--- src/rtl/ex_alu_mdu_pkg.sv ---
// Shared bus types, operation codes and divider state encodings for the
// MIPS32 execute stage.
package ex_alu_mdu_pkg;

  localparam logic RstEnable = 1'b1;

  typedef logic [7:0]  AluOpBus;
  typedef logic [2:0]  AluSelBus;
  typedef logic [31:0] RegBus;
  typedef logic [4:0]  RegAddrBus;
  typedef logic [63:0] DoubleRegBus;

  // Operation codes
  localparam AluOpBus EXE_NOP_OP   = 8'b0000_0000;
  localparam AluOpBus EXE_AND_OP   = 8'b0010_0100;
  localparam AluOpBus EXE_OR_OP    = 8'b0010_0101;
  localparam AluOpBus EXE_XOR_OP   = 8'b0010_0110;
  localparam AluOpBus EXE_NOR_OP   = 8'b0010_0111;
  localparam AluOpBus EXE_SLL_OP   = 8'b0111_1100;
  localparam AluOpBus EXE_SRL_OP   = 8'b0000_0010;
  localparam AluOpBus EXE_SRA_OP   = 8'b0000_0011;
  localparam AluOpBus EXE_SLT_OP   = 8'b0010_1010;
  localparam AluOpBus EXE_SLTU_OP  = 8'b0010_1011;
  localparam AluOpBus EXE_ADDU_OP  = 8'b0010_0001;
  localparam AluOpBus EXE_SUBU_OP  = 8'b0010_0011;
  localparam AluOpBus EXE_MFHI_OP  = 8'b0001_0000;
  localparam AluOpBus EXE_MTHI_OP  = 8'b0001_0001;
  localparam AluOpBus EXE_MFLO_OP  = 8'b0001_0010;
  localparam AluOpBus EXE_MTLO_OP  = 8'b0001_0011;
  localparam AluOpBus EXE_MULT_OP  = 8'b0001_1000;
  localparam AluOpBus EXE_MULTU_OP = 8'b0001_1001;
  localparam AluOpBus EXE_DIV_OP   = 8'b0001_1010;
  localparam AluOpBus EXE_DIVU_OP  = 8'b0001_1011;

  // Result classes
  localparam AluSelBus EXE_RES_NOP        = 3'b000;
  localparam AluSelBus EXE_RES_LOGIC      = 3'b001;
  localparam AluSelBus EXE_RES_SHIFT      = 3'b010;
  localparam AluSelBus EXE_RES_MOVE       = 3'b011;
  localparam AluSelBus EXE_RES_ARITHMETIC = 3'b100;

  typedef enum logic [1:0] {
    DIV_IDLE   = 2'b00,
    DIV_BYZERO = 2'b01,
    DIV_ON     = 2'b10,
    DIV_END    = 2'b11
  } div_state_e;

  function automatic logic is_div_op(input AluOpBus op);
    return (op == EXE_DIV_OP) || (op == EXE_DIVU_OP);
  endfunction

endpackage

--- src/rtl/ex_alu_mdu_div.sv ---
// Iterative restoring divider: one quotient bit per cycle on latched
// magnitudes, sign fix-up applied on the final step.
module div_iter
  import ex_alu_mdu_pkg::*;
#(
  parameter int WIDTH = 32
) (
  input  logic               clk,
  input  logic               rst,
  input  logic               start,
  input  logic               signed_div,
  input  logic [WIDTH-1:0]   opdata1,
  input  logic [WIDTH-1:0]   opdata2,
  input  logic               annul,
  output logic [2*WIDTH-1:0] result,
  output logic               ready
);

  localparam int CW = $clog2(WIDTH) + 1;

  div_state_e       state_q, state_d;
  logic [WIDTH-1:0] rem_q, rem_d, quo_q, quo_d, dvsr_q, dvsr_d;
  logic [CW-1:0]    cnt_q, cnt_d;
  logic             negq_q, negq_d, negr_q, negr_d;

  logic [WIDTH-1:0] abs1, abs2, q_step, r_step;
  logic [WIDTH:0]   shifted, diff;

  // Next-state and datapath for the shift/subtract iteration
  always_comb begin
    state_d = state_q;
    rem_d   = rem_q;
    quo_d   = quo_q;
    dvsr_d  = dvsr_q;
    cnt_d   = cnt_q;
    negq_d  = negq_q;
    negr_d  = negr_q;

    abs1 = (signed_div && opdata1[WIDTH-1]) ? -opdata1 : opdata1;
    abs2 = (signed_div && opdata2[WIDTH-1]) ? -opdata2 : opdata2;

    // Partial remainder with the next dividend bit brought in; it is always
    // below twice the divisor, so one extra bit is enough for the trial.
    shifted = {rem_q, quo_q[WIDTH-1]};
    diff    = shifted - {1'b0, dvsr_q};
    if (!diff[WIDTH]) begin
      r_step = diff[WIDTH-1:0];
      q_step = {quo_q[WIDTH-2:0], 1'b1};
    end else begin
      r_step = shifted[WIDTH-1:0];
      q_step = {quo_q[WIDTH-2:0], 1'b0};
    end

    case (state_q)
      DIV_IDLE: begin
        if (start) begin
          dvsr_d  = abs2;
          quo_d   = abs1;
          rem_d   = '0;
          cnt_d   = '0;
          negq_d  = signed_div & (opdata1[WIDTH-1] ^ opdata2[WIDTH-1]);
          negr_d  = signed_div & opdata1[WIDTH-1];
          state_d = (abs2 == '0) ? DIV_BYZERO : DIV_ON;
        end
      end
      DIV_BYZERO: begin
        quo_d   = '0;
        rem_d   = '0;
        state_d = DIV_END;
      end
      DIV_ON: begin
        quo_d = q_step;
        rem_d = r_step;
        cnt_d = cnt_q + 1'b1;
        if (cnt_q == CW'(WIDTH - 1)) begin
          quo_d   = negq_q ? -q_step : q_step;
          rem_d   = negr_q ? -r_step : r_step;
          state_d = DIV_END;
        end
      end
      default: state_d = DIV_IDLE;
    endcase

    // A flush drops whatever is in flight, including a pending result
    if (annul && state_q != DIV_IDLE) state_d = DIV_IDLE;
  end

  // Divider FSM and operand/result registers
  always_ff @(posedge clk) begin
    if (rst == RstEnable) begin
      state_q <= DIV_IDLE;
      rem_q   <= '0;
      quo_q   <= '0;
      dvsr_q  <= '0;
      cnt_q   <= '0;
      negq_q  <= 1'b0;
      negr_q  <= 1'b0;
    end else begin
      state_q <= state_d;
      rem_q   <= rem_d;
      quo_q   <= quo_d;
      dvsr_q  <= dvsr_d;
      cnt_q   <= cnt_d;
      negq_q  <= negq_d;
      negr_q  <= negr_d;
    end
  end

  assign result = {rem_q, quo_q};
  assign ready  = (state_q == DIV_END) && !annul && (rst != RstEnable);

endmodule

--- src/rtl/ex_alu_mdu.sv ---
// MIPS32 execute stage: combinational ALU, single-cycle multiplier and an
// iterative divider that stalls the pipeline while it runs.
module ex_alu_mdu
  import ex_alu_mdu_pkg::*;
#(
  parameter int WIDTH      = 32,
  parameter int REG_ADDR_W = 5
) (
  input  logic                  clk,
  input  logic                  rst,
  input  logic                  annul_i,
  input  logic [7:0]            aluop_i,
  input  logic [2:0]            alusel_i,
  input  logic [WIDTH-1:0]      reg1_i,
  input  logic [WIDTH-1:0]      reg2_i,
  input  logic [REG_ADDR_W-1:0] wd_i,
  input  logic                  wreg_i,
  input  logic [WIDTH-1:0]      hi_i,
  input  logic [WIDTH-1:0]      lo_i,
  output logic [WIDTH-1:0]      wdata_o,
  output logic [REG_ADDR_W-1:0] wd_o,
  output logic                  wreg_o,
  output logic                  whilo_o,
  output logic [WIDTH-1:0]      hi_o,
  output logic [WIDTH-1:0]      lo_o,
  output logic                  stallreq_o
);

  localparam int SHW = $clog2(WIDTH);

  logic [WIDTH-1:0]   logic_res, shift_res, arith_res, move_res;
  logic [2*WIDTH-1:0] mul_a, mul_b, mul_res, div_res;
  logic [SHW-1:0]     sh;
  logic               mul_signed, div_ready, div_start;

  assign sh = reg1_i[SHW-1:0];

  // Logic, shift, arithmetic/compare and HI/LO read results
  always_comb begin
    logic_res = '0;
    shift_res = '0;
    arith_res = '0;
    move_res  = '0;
    case (aluop_i)
      EXE_OR_OP:   logic_res = reg1_i | reg2_i;
      EXE_AND_OP:  logic_res = reg1_i & reg2_i;
      EXE_XOR_OP:  logic_res = reg1_i ^ reg2_i;
      EXE_NOR_OP:  logic_res = ~(reg1_i | reg2_i);
      EXE_SLL_OP:  shift_res = reg2_i << sh;
      EXE_SRL_OP:  shift_res = reg2_i >> sh;
      EXE_SRA_OP:  shift_res = WIDTH'($signed(reg2_i) >>> sh);
      EXE_ADDU_OP: arith_res = reg1_i + reg2_i;
      EXE_SUBU_OP: arith_res = reg1_i - reg2_i;
      EXE_SLT_OP:  arith_res = WIDTH'($signed(reg1_i) < $signed(reg2_i));
      EXE_SLTU_OP: arith_res = WIDTH'(reg1_i < reg2_i);
      EXE_MFHI_OP: move_res  = hi_i;
      EXE_MFLO_OP: move_res  = lo_i;
      default: ;
    endcase
  end

  // One 2W-bit multiplier serves both MULT and MULTU; only the operand
  // extension differs, and the low 2W bits are exact for either.
  assign mul_signed = (aluop_i == EXE_MULT_OP);
  assign mul_a      = {{WIDTH{mul_signed & reg1_i[WIDTH-1]}}, reg1_i};
  assign mul_b      = {{WIDTH{mul_signed & reg2_i[WIDTH-1]}}, reg2_i};
  assign mul_res    = mul_a * mul_b;

  assign div_start = is_div_op(aluop_i) & ~div_ready & ~annul_i;

  div_iter #(.WIDTH(WIDTH)) u_div (
    .clk        (clk),
    .rst        (rst),
    .start      (div_start),
    .signed_div (aluop_i == EXE_DIV_OP),
    .opdata1    (reg1_i),
    .opdata2    (reg2_i),
    .annul      (annul_i),
    .result     (div_res),
    .ready      (div_ready)
  );

  // Result select, HI/LO write and stall, all forced low during reset
  always_comb begin
    wdata_o    = '0;
    wd_o       = '0;
    wreg_o     = 1'b0;
    whilo_o    = 1'b0;
    hi_o       = '0;
    lo_o       = '0;
    stallreq_o = 1'b0;
    if (rst != RstEnable) begin
      wd_o       = wd_i;
      wreg_o     = wreg_i;
      stallreq_o = div_start;
      case (alusel_i)
        EXE_RES_LOGIC:      wdata_o = logic_res;
        EXE_RES_SHIFT:      wdata_o = shift_res;
        EXE_RES_ARITHMETIC: wdata_o = arith_res;
        EXE_RES_MOVE:       wdata_o = move_res;
        default:            wdata_o = '0;
      endcase
      case (aluop_i)
        EXE_MTHI_OP: begin
          whilo_o = 1'b1;
          hi_o    = reg1_i;
          lo_o    = lo_i;
        end
        EXE_MTLO_OP: begin
          whilo_o = 1'b1;
          hi_o    = hi_i;
          lo_o    = reg1_i;
        end
        EXE_MULT_OP, EXE_MULTU_OP: begin
          whilo_o = 1'b1;
          hi_o    = mul_res[2*WIDTH-1:WIDTH];
          lo_o    = mul_res[WIDTH-1:0];
        end
        EXE_DIV_OP, EXE_DIVU_OP: begin
          if (div_ready) begin
            whilo_o = 1'b1;
            hi_o    = div_res[2*WIDTH-1:WIDTH];
            lo_o    = div_res[WIDTH-1:0];
          end
        end
        default: ;
      endcase
    end
  end

endmodule

--- config.mk ---
export PLATFORM = sky130hd
export DESIGN_NAME = ex_alu_mdu
export DESIGN_NICKNAME = d
export VERILOG_FILES = /design/src/rtl/ex_alu_mdu_pkg.sv /design/src/rtl/ex_alu_mdu_div.sv /design/src/rtl/ex_alu_mdu.sv
export SDC_FILE = /design/constraint.sdc
export NUM_CORES = 2
export LEC_CHECK = 0
export ABC_CLOCK_PERIOD_IN_PS = 31100
export CAP_MARGIN = 30
export CORE_MARGIN = 2
export CORE_UTILIZATION = 60
export DETAILED_ROUTE_END_ITERATION = 16
export PLACE_DENSITY = 0.77
export SYNTH_ARGS = -nofsm -noshare
export SYNTH_HDL_FRONTEND = slang
export SYNTH_HIERARCHICAL = 1
export SYNTH_SLANG_ARGS = --single-unit
--- constraint.sdc ---
create_clock -name clk -period 31.1 [get_ports clk]
set_input_delay 9.33 -clock clk [delete_from_list [all_inputs] [get_ports clk]]
set_output_delay 9.33 -clock clk [all_outputs]
set_load 0.03 [all_outputs]
== Yosys cells after proc, flatten, opt, wreduce, memory -nomap -nowiden ==
Cells that the tools add are included.
Cells by class
  $add $sub $neg: 8
  multiply operators: 1
  magnitude comparators: 2
  equality and inequality tests: 29
  shift operators: 3
  multiplexer cells: 36
  bitwise logic cells: 14
  reductions and logical operators: 20
Operators with widths (count)
  $pmux 32 s4: 5
  $mux 32: 14
  $pmux 32 s3: 3
  $neg 32->32: 4
  $eq 8x5->1 const B: 8
  $eq 8x6->1 const B: 8
  $lt 32x32->1: 2
  $mul 33x33->64: 1
  $pmux 32 s2: 1
  $sub 33x32->33: 1
  $add 32x32->32: 1
  $and 32x32->32: 1
  $logic_not 32->1: 1
  $not 32->32: 1
  $or 32x32->32: 1
  $shl 32x5->32: 1
  $shr 32x5->32: 1
  $sshr 32x5->32: 1
  $sub 32x32->32: 1
  $xor 32x32->32: 1
  $eq 8x2->1 const B: 2
  $pmux 6 s2: 1
  $eq 8x7->1 const B: 1
  $reduce_and 2->1: 4
  other kinds (26): 48
Storage, ports and cells
  bits in registers: 106
  bits of input ports: 148
  output and inout bits: 104
  word-level logic and storage cells: 120

== Depth between registers and ports, before layout ==
  word-level depth: 8
  gate-level depth with buffers: 34
  gate-level depth less buffers: 31

== Cells and area by module ==
The synthesis kept the hierarchy.
Modules (own cells, without submodules)
  ex_alu_mdu: instances 1, cells an instance 5886, area each 47763.3 um^2, seq. area each 0.0 um^2
  div_iter: instances 1, cells an instance 1377, area each 9997.1 um^2, seq. area each 2122.0 um^2

== Least setup slack after synthesis ==
OpenSTA, ideal clock, no wires.
  path kind: input -> output
  from: in aluop_i[0]
  to: out hi_o[28]
  arrival time: 17791 ps
  data required time: 21770 ps
  slack: 3979 ps
  cell stages on the path: 27
  buffers on the path: 6
  cells stage by stage: clkbuf_1 -> buf_1 -> clkbuf_1 -> clkbuf_1 -> buf_1 -> nor4_1 -> fa_1 -> fa_1 -> fa_1 -> inv_1 -> fa_1 -> fa_1 -> fa_1 -> fa_1 -> fa_1 -> inv_1 -> ha_1 -> clkbuf_1 -> a21oi_1 -> o21ai_0 -> a2111oi_0 -> o32a_1 -> and4_1 -> a21oi_1 -> o41ai_1 -> mux2i_1 -> o22ai_1
On the way
  word-level cells in the longest chain between the ends: 5
  elaborated cells between the ends (all ways): 13
  classes of those cells: 1 x mul; 6 x eq/ne; 2 x mux; 2 x bitwise; 2 x reduce/logical
Ends and longest elaborated chain
  from (decl): RTL line ex_alu_mdu.sv:12  | input logic [7:0] aluop_i,
  $eq 8x5->1: RTL line ex_alu_mdu.sv:64, ex_alu_mdu.sv:103
  $and 1x1->1, on equally long branches: RTL line ex_alu_mdu.sv:65, ex_alu_mdu.sv:66
  $mul 33x33->64: RTL line ex_alu_mdu.sv:67  | assign mul_res = mul_a * mul_b;
  $pmux 32 s4 (*): RTL line ex_alu_mdu.sv:103  | case (aluop_i)
  $mux 32 (*): RTL line ex_alu_mdu.sv:92  | if (rst != RstEnable) begin
  to (decl): RTL line ex_alu_mdu.sv:24  | output logic [WIDTH-1:0] hi_o,
Mark *: on every way between the ends. The rest lies on a longest branch, timed or not.

== Final worst setup path ==
  from: in aluop_i[7]
  to: out hi_o[24]
Same word-level chain as after synthesis.

==> out/summary.txt <==
Post-synthesis cell count -> 7263
Total die area -> 0.0988 mm2
R2R cell count -> 21
Outcome -> completed
R2R setup slack -> 24.76 ns
# IOs -> 252
Crit path kind -> input pin to output port
Clock Tree Root -> clkbuf_16
Final Critical Period -> 29.72 ns
Mapped Avg Cell Area -> 7.95 um2
Std cell rows -> 113
Largest net degree at the start of global routing -> 83
Slew headroom -> 21.3%
Slew Viols, Final -> 0
Setup TNS -> 0 ns
Post-synthesis async set-or-reset flop share -> 0%
Core ar. -> 0.0952 mm2
Post-Syn Area -> 0.0578 mm2
H-tree depth -> 3
Global Route Usage Sum -> 53.2%
Die width -> 314 um
Skew final -> 0.0177 ns
Initial antenna violation count -> 27
Post-CTS setup buffer count -> 0
Syn-to-layout area delta -> 6.59%
Final hold viol count -> 0
Vias in the first global route -> 57084
Port buffer count -> 251
Net count, final -> 8851
Hold-critical path endpoint -> u_div/dvsr_q[31]
Cell mode on critical path -> fa_1
Yosys warns -> 6
Number of max-cap violations -> 0
Top delay family on crit path -> adder cells
Post-CTS resize count -> 0
Initial Utilization -> 60.7%
Hold_buf cts -> 0
Synth top cells by count -> 1298 x inv_1, 1128 x fa_1, 1048 x nand2_1, 706 x nor2_1, 369 x a21oi_1
Crit path launch type -> input pin
WL per Instance -> 30.9 um
Routed Antenna Nets -> 0
CP max FO -> 11
Share of cells above drive strength 1 -> 4.78%
Worst path bufs/invs -> 6
Cell taking the most area after synthesis -> fa_1
Final setup violation count -> 0
Post-synth EDFFs -> 0
Starting DRT DRC Count -> 9281
Slowest cell on crit path -> a2111oi_0
Final wirelength -> 263000 um
TritonCTS buffer count -> 9
Most common flop cell mapped by yosys -> dfxtp_1
Final HPWL DP -> 207000 um
Worst-margin pin slew -> 1.18 ns
Mapped Nets -> 8888
Unique cell type count in the Yosys netlist -> 107
Layout Cells excl Fill -> 8507
R2r startpoint -> u_div/quo_q[31]
# placed instances -> 8472
Ranking of synthesized cells by area -> fa_1 39%, inv_1 8.4%, ha_1 7.6%, nand2_1 6.8%, nor2_1 4.6%
CTS tree -> yes
Sequential-to-total area share from yosys stat -> 3.67%
GP Congestion -> 1.10
CP required -> 21.77 ns
Global-route wire length before repair -> 380000 um
TritonRoute pass-1 iters -> 14
DIE HEIGHT -> 314 um
Unrepaired setup endpoints after global routing -> false
Period utilization -> 95.6%
Hold Path Depth -> 2
TritonCTS Sinks -> 106
DRC viols -> 0
Fmax -> 0.0337 GHz
Critical path arrival -> 20.39 ns
CP endpoint kind -> output port
Clock slew at reported path FFs -> 0.09 ns
Synth Register Bits -> 106
Synth top area share -> 39.1%
Vias per inst -> 6.74
Crit-path max cell delay -> 0.84 ns
Worst-Skew Late Latency -> 0.40 ns
Min-delay worst type -> register to register
R2r endpoint -> u_div/rem_q[28]
Via count -> 57328
CTS Buffer Depth -> 2
Hold Startpoint -> u_div/dvsr_q[31]
Count leader, synth -> inv_1
Gr ovfl total -> 0
-- cell type report --
type                       instances  area [um2]
antenna                           11        27.5
clock buffer                      10         239
clock inverter                     6        56.3
fill                            8121       33600
inverter                        1330        4990
multi-input combinational       5373       49000
sequential                       106        2120
tap                             1265        1580
timing repair buffer             406        3580
-- metal layers --
metal  wire length (um)  global-route usage, %
met2             107000                   76.0
met5                162                      0
met4              24700                   39.4
met1              87300                   63.7
met3              43400                   22.9
-- worst register-to-register path, cell delays in order (launching register included) --
cell	delay (ns)
dfxtp_1	0.45
inv_1	0.12
ha_1	0.25
fa_1	0.40
nand2b_1	0.20
a211oi_2	0.57
o21ai_2	0.30
a21oi_4	0.30
nor4_4	0.05
buf_4	0.21
nor2_8	0.55
inv_4	0.39
a21oi_1	0.30
ha_1	0.31
nand2_1	0.07
nor3_1	0.31
nand4_1	0.17
o31ai_2	0.25
nand3_1	0.35
o41ai_1	0.44
xnor2_1	0.17
o21ai_1	0.07
-- kinds of logic after synthesis --
kind of cell    after synthesis  share of synthesized area (%)
flops                       106                           3.67
buf+inv                    1784                           11.7
xor+xnor                    211                           3.20
mux                         123                           2.78
fa+ha+maj                  1477                           46.7
compound gates             1368                           15.9
simple gates               2194                           16.1
-- worst max-delay path by stage --
| stage | start | end | slack, ns | cells past startpoint |
|---|---|---|---|---|
| 2_1_floorplan | aluop_i[0] | hi_o[28] | 3.98 | 27 |
| 3_3_place_gp | aluop_i[7] | hi_o[24] | 1.26 | 27 |
| 3_5_place_dp | aluop_i[7] | hi_o[24] | 1.66 | 28 |
| 4_1_cts | aluop_i[7] | hi_o[24] | 1.64 | 28 |
| 5_1_grt | aluop_i[7] | hi_o[27] | 1.12 | 33 |
| 6_report | aluop_i[7] | hi_o[24] | 1.38 | 28 |
-- cells in the final DEF (no fill, tap or decap), types with 39 or more instances in the layout --
master	synthesis	final
inv_1	1298	1298
fa_1	1128	1128
nand2_1	1048	1048
nor2_1	706	702
a21oi_1	369	369
ha_1	349	349
o21ai_0	269	269
clkdlybuf4s50_1	0	202
buf_4	2	149
xnor2_1	137	137
dfxtp_1	106	106
mux2i_1	83	83
xor2_1	74	74
nor3_1	74	72
nand3_1	70	70
a211oi_1	62	62
a222oi_1	62	62
a21o_1	62	61
o22ai_1	55	55
a22oi_1	45	45
buf_2	25	44
nor4_1	42	41
nand4_1	40	40
nand2b_1	39	39
o211ai_1	39	39
-- per-stage QoR --
| step | area [um2] | util (%) | worst slack, ns | hold WS (ns) |
|---|---|---|---|---|
| 3_3_place_gp | 61100 | 64.2 | 1.26 | 0.445 |
| 6_report | 61600 | 64.7 | 1.38 | 0.472 |
| 2_1_floorplan | 57800 | - | 3.98 | 0.436 |
| 4_1_cts | 61400 | 64.5 | 1.64 | 0.463 |
| 3_5_place_dp | 61100 | 64.2 | 1.66 | 0.453 |
| 5_1_grt | 61500 | 64.7 | 1.12 | 0.491 |
-- state kept, by name (all words and copies together), names as in the netlist --
register       count
u_div/dvsr_q      32
u_div/quo_q       32
u_div/rem_q       32
u_div/cnt_q        6
u_div/state_q      2
u_div/negq_q       1
u_div/negr_q       1
Power is left out: the tool's default activity adds up to more than one toggle a clock period on the data nets, which glitch-free logic cannot reach.
